## config.mk

```make
export PLATFORM = sky130hd
export DESIGN_NAME = denoised_frame_tx
export DESIGN_NICKNAME = d
export VERILOG_FILES = /design/src/rtl/denoised_frame_tx.sv
export SDC_FILE = /design/constraint.sdc
export NUM_CORES = 1
export LEC_CHECK = 0
export CAP_MARGIN = 20
export CORE_ASPECT_RATIO = 0.8
export CORE_MARGIN = 2
export CORE_UTILIZATION = 63
export DETAILED_ROUTE_END_ITERATION = 6
export DONT_BUFFER_PORTS = 1
export GPL_TIMING_DRIVEN = 1
export PLACE_DENSITY_LB_ADDON = 0.2
export SYNTH_ARGS = -nofsm -noshare
export SYNTH_HDL_FRONTEND = slang
export SYNTH_SLANG_ARGS = --single-unit
```

## constraint.sdc

```tcl
create_clock -name sys_clk -period 3.8 [get_ports sys_clk]
set_clock_uncertainty 0.05 [all_clocks]
set_input_delay 0.57 -clock sys_clk [delete_from_list [all_inputs] [get_ports sys_clk]]
set_output_delay 0.57 -clock sys_clk [all_outputs]
set_load 0.05 [all_outputs]
```

## src/rtl/denoised_frame_tx.sv

```systemverilog
// denoised_frame_tx: buffers 10-bit denoised pixels, packs 4 pixels into 5 bytes
// and sends framed bytes (A5 5A frame_cnt, payload, XOR checksum) over ready/valid.
module denoised_frame_tx #(
  parameter int FIFO_DEPTH   = 64,
  parameter int FRAME_PIXELS = 16384
) (
  input  logic                        sys_clk,
  input  logic                        sys_rst,
  input  logic [9:0]                  denoised_data,
  input  logic                        denoised_data_valid,
  output logic [7:0]                  tx_data,
  output logic                        tx_valid,
  input  logic                        tx_ready,
  output logic                        tx_last,
  output logic                        overflow,
  output logic [7:0]                  frame_cnt,
  output logic [$clog2(FIFO_DEPTH):0] fifo_level
);
  localparam int AW = $clog2(FIFO_DEPTH);
  localparam int LW = AW + 1;
  localparam int GW = $clog2(FRAME_PIXELS / 4) + 1;
  localparam logic [2:0] IDLE = 3'd0, HDR0 = 3'd1, HDR1 = 3'd2, HDR2 = 3'd3,
                         LOAD = 3'd4, PAYLOAD = 3'd5, CSUM = 3'd6;
  logic [9:0]    mem [FIFO_DEPTH];
  logic [AW-1:0] wr_ptr, rd_ptr;
  logic [2:0]    state;
  logic [39:0]   pack;
  logic [1:0]    pix_idx;
  logic [2:0]    byte_idx;
  logic [GW-1:0] grp;
  logic [7:0]    csum;
  logic          push, pop, hs, last_grp;
  // a full FIFO drops the pixel even if a pop frees a slot in the same cycle
  assign push     = denoised_data_valid && fifo_level < LW'(FIFO_DEPTH);
  assign pop      = state == LOAD && fifo_level != '0;
  assign hs       = tx_valid && tx_ready;
  assign last_grp = grp == GW'(FRAME_PIXELS / 4 - 1);
  always_ff @(posedge sys_clk)
    if (push) mem[wr_ptr] <= denoised_data;
  always_ff @(posedge sys_clk) begin
    if (sys_rst) begin
      wr_ptr     <= '0;
      rd_ptr     <= '0;
      fifo_level <= '0;
      overflow   <= 1'b0;
    end else begin
      wr_ptr     <= wr_ptr + AW'(push);
      rd_ptr     <= rd_ptr + AW'(pop);
      fifo_level <= fifo_level + LW'(push) - LW'(pop);
      overflow   <= overflow | (denoised_data_valid && !push);
    end
  end
  // pixels shift in from the top so pixel k lands at bits [10k+9:10k] after 4 pops;
  // payload bytes shift out from the bottom
  always_ff @(posedge sys_clk) begin
    if (sys_rst) begin
      state     <= IDLE;
      tx_valid  <= 1'b0;
      tx_data   <= 8'h00;
      tx_last   <= 1'b0;
      frame_cnt <= 8'h00;
      csum      <= 8'h00;
      grp       <= '0;
      pix_idx   <= 2'd0;
      byte_idx  <= 3'd0;
      pack      <= '0;
    end else begin
      case (state)
        IDLE: if (fifo_level != '0) begin
          state    <= HDR0;
          tx_valid <= 1'b1;
          tx_data  <= 8'hA5;
        end
        HDR0: if (hs) begin
          state   <= HDR1;
          tx_data <= 8'h5A;
        end
        HDR1: if (hs) begin
          state   <= HDR2;
          tx_data <= frame_cnt;
        end
        HDR2: if (hs) begin
          state    <= LOAD;
          tx_valid <= 1'b0;
        end
        LOAD: if (pop) begin
          pack    <= {mem[rd_ptr], pack[39:10]};
          pix_idx <= pix_idx + 2'd1;
          if (pix_idx == 2'd3) begin
            state    <= PAYLOAD;
            tx_valid <= 1'b1;
            tx_data  <= pack[17:10];
            byte_idx <= 3'd0;
          end
        end
        PAYLOAD: if (hs) begin
          csum <= csum ^ tx_data;
          pack <= {8'h00, pack[39:8]};
          if (byte_idx != 3'd4) begin
            byte_idx <= byte_idx + 3'd1;
            tx_data  <= pack[15:8];
          end else if (last_grp) begin
            grp     <= '0;
            state   <= CSUM;
            tx_data <= csum ^ tx_data;
            tx_last <= 1'b1;
          end else begin
            grp      <= grp + GW'(1);
            state    <= LOAD;
            tx_valid <= 1'b0;
          end
        end
        CSUM: if (hs) begin
          state     <= IDLE;
          tx_valid  <= 1'b0;
          tx_last   <= 1'b0;
          frame_cnt <= frame_cnt + 8'd1;
          csum      <= 8'h00;
        end
        default: state <= IDLE;
      endcase
    end
  end
endmodule

```

==> out/metrics.yaml <==
cells_and_area:
  mostFrequentLayoutCells: "edfxtp_1 (640), nor2_1 (151), mux2i_1 (119)"
  synthToLayoutAreaGrowth_pct: 12.8
  final_common_cell: "edfxtp_1"
  nFillCells: 2828
  layout-drive-gt1-share: 0.185
  layout.nets: 1890
  design_area_um2: 33300
  final_core_util: 0.724
clock_network:
  cts_tree: "yes"
  cts.path.max_buffers: 3
  post_cts_resize_count: 0
  numCtsBuffers: 72
  htree_levels: 3
  cts.sinks: 739
  cts_root_buffer: "clkbuf_16"
  post_cts_buffers: 0
  clk_pin_slew_worst_paths_ns: 0.06
  clk_latency_ns: 0.62
critical_path:
  worst_path_dominant_cell_family: "adder cells"
  reg2reg_slack_ns: 0.52
  startpoint_type: "flip-flop"
  cp_num_buf_inv: 3
  critPathMaxFanout: 6
  crit_slowest_cell: "fa_1"
  crit_arrival_ns: 3.77
  endpoint_kind: "flip-flop"
  slowest_delay_ns: 0.44
  crit_type: "reg2reg"
  crit_chain: "inv_1 -> ha_1 -> nand2_1 -> o41ai_4 -> inv_1 -> ha_1 -> inv_1 -> ha_1 -> fa_1 -> a21oi_1 -> o21bai_1 -> a21oi_1 -> nor2_1 -> or3_1 -> a21oi_1"
  required_ns: 4.29
grt:
  first_global_vias: 16400
  grt_usage: 0.301
  gr-total-overflow: 0
  grt_pass1_wl_mm: 105
  antenna_found_initial: 1
  grt_max_degree: 79
logic_synthesis:
  synth_cell_types: 65
  synth_top_area_cell: "edfxtp_1"
  netlist_instances: 1745
  synth_ff_type: "edfxtp_1"
  avgSynthCellArea_um2: 16.9
  synthTopCellsByArea: "edfxtp_1 (65%), mux4_2 (9.0%), dfxtp_1 (6.7%)"
  yosysWarnings: 0
  synth-edff-count: 640
  synth_nets: 1778
  seq_area_frac_synth: 0.718
  synth_top_area_share: 0.651
  ys_async_sr_fraction: 0
  synth_seq_cells: 739
  netlist_area_um2: 29500
die:
  dieWidth_um: 246
  design.die.area_um2: 48600
  num_rows: 70
  die_h_um: 198
  initial_core_util: 0.642
  core_um2: 46000
  io-pin-count: 40
route:
  via_per_inst: 6.59
  vias: 16700
  drtAntennaViolNets: 0
  drc_errors: 0
  wl_per_cell_um: 28.3
  routed_wl_mm: 71.4
  drt-pass1-iter-count: 6
  drt_first_iter_violations: 2143
pwr:
  peakVddDrop_mv: 0.538
  p_leak_nw: 10.3
  powerDensity_nw_per_um2: 522
timing:
  setup_tns_ns: 0
  period_needed_ns: 3.28
  worst_slew_pin_slew_ns: 1.04
  holdWs_ns: 0.0237
  slew_headroom: 0.301
  rsz0062_at_grt: "false"
  fmax_ghz: 0.305
  finalCritPeriodShare: 0.863
  drv_slew: 0
  finalSetupViolations: 0
  final-hold-violation-count: 0
placement:
  gp_congestion: 0.876
  dp_hpwl_mm: 41.7
  port-buffer-count: 0
  placed_area_um2: 30700
hold_path:
  hp-class: "in2reg"
outcome:
  status: "finished, final reports clean"
job:
  drv_cap: 0
[report_power, final]
group          internal, mW  switching, mW
sequential             8.93          0.246
combinational         0.424          0.724
clock                  4.11           2.94
[stage by stage]
| stage | setup slack (ns) | power (mW) | std cells |
|---|---|---|---|
| after global routing | 0.283 | 17.9 | 2525 |
| after global placement | 0.733 | 10.4 | 2367 |
| final | 0.520 | 17.4 | 2526 |
| after CTS | 0.543 | 17.4 | 2518 |
| after floorplan | 0.514 | 10.1 | 1745 |
| after detailed placement | 0.640 | 10.4 | 2367 |
[layer usage]
layer,track usage,vias to the layer above,share of wire
li1,-,7141,-
met1,0.435,8456,0.40
met2,0.447,940,0.46
met3,0.0975,119,0.12
met4,0.0813,2,0.023
met5,0,-,0.00021
[worst paths after layout]
check / end / from / cells after the start
hold reg to reg: pix_idx[1] / pix_idx[1] / 2
setup reg to reg: fifo_level[6] / fifo_level[5] / 15
setup / recovery: fifo_level[6] / fifo_level[5] / 15
hold / removal: pack[31] / sys_rst / 1
[repair_timing]
item | in CTS | in global routing
endpoints found under the setup margin | 0 | 0
endpoints found under the hold margin | 211 | 29
hold buffers | 21 | 7
[state kept, by name, indices dropped and copies added, names as in the netlist]
register	flops
tx_valid	1
grp	13
rd_ptr	6
mem	640
tx_data	8
wr_ptr	6
csum	8
tx_last	1
overflow	1
pack	32
pix_idx	2
state	3
byte_idx	3
frame_cnt	8
fifo_level	7
[worst register-to-register path: cells and delay by family, from the launching register on]
kind            cells  cell delay, ns
compound gates      5            0.85
fa+ha+maj           4            1.15
buf+inv             3            0.32
flops               1            0.31
simple gates        3            0.53
[cell usage after synthesis, drive strengths merged, types with 6 or more instances]
cell type  instances
o21ai             47
nand3b            13
xor2              19
mux2i            119
nand4              7
ha                18
clkbuf            54
a211oi            28
dfxtp             99
a32oi             10
nor2             151
a21oi             64
nand2             84
o22ai             26
xnor2             20
a311oi            26
nor2b             11
edfxtp           640
a22oi             12
inv               19
nand3             25
o221ai            19
and2               6
buf               49
mux4             118
[area by class of cell]
class	instances	area (um^2)	area share
well taps	612	766	0.0230
inverters	19	71.3	0.00214
clock inverters	34	300	0.00902
repair buffers	141	1180	0.0355
multi-input cells	884	7720	0.232
flip-flops and latches	739	21200	0.637
clock buffers	96	2040	0.0612
diodes	1	2.50	0.0000752
[logic make-up after synthesis]
group / synth area share
buffers and inverters: 0.0205
multiplexers: 0.130
XOR/XNOR: 0.0116
AND/OR/NAND/NOR: 0.0509
adder cells (fa/ha/maj): 0.00831
AO/OA/AOI/OAI: 0.0603
flip-flops: 0.718
No activity file was read; power rests on OpenSTA's default activity.
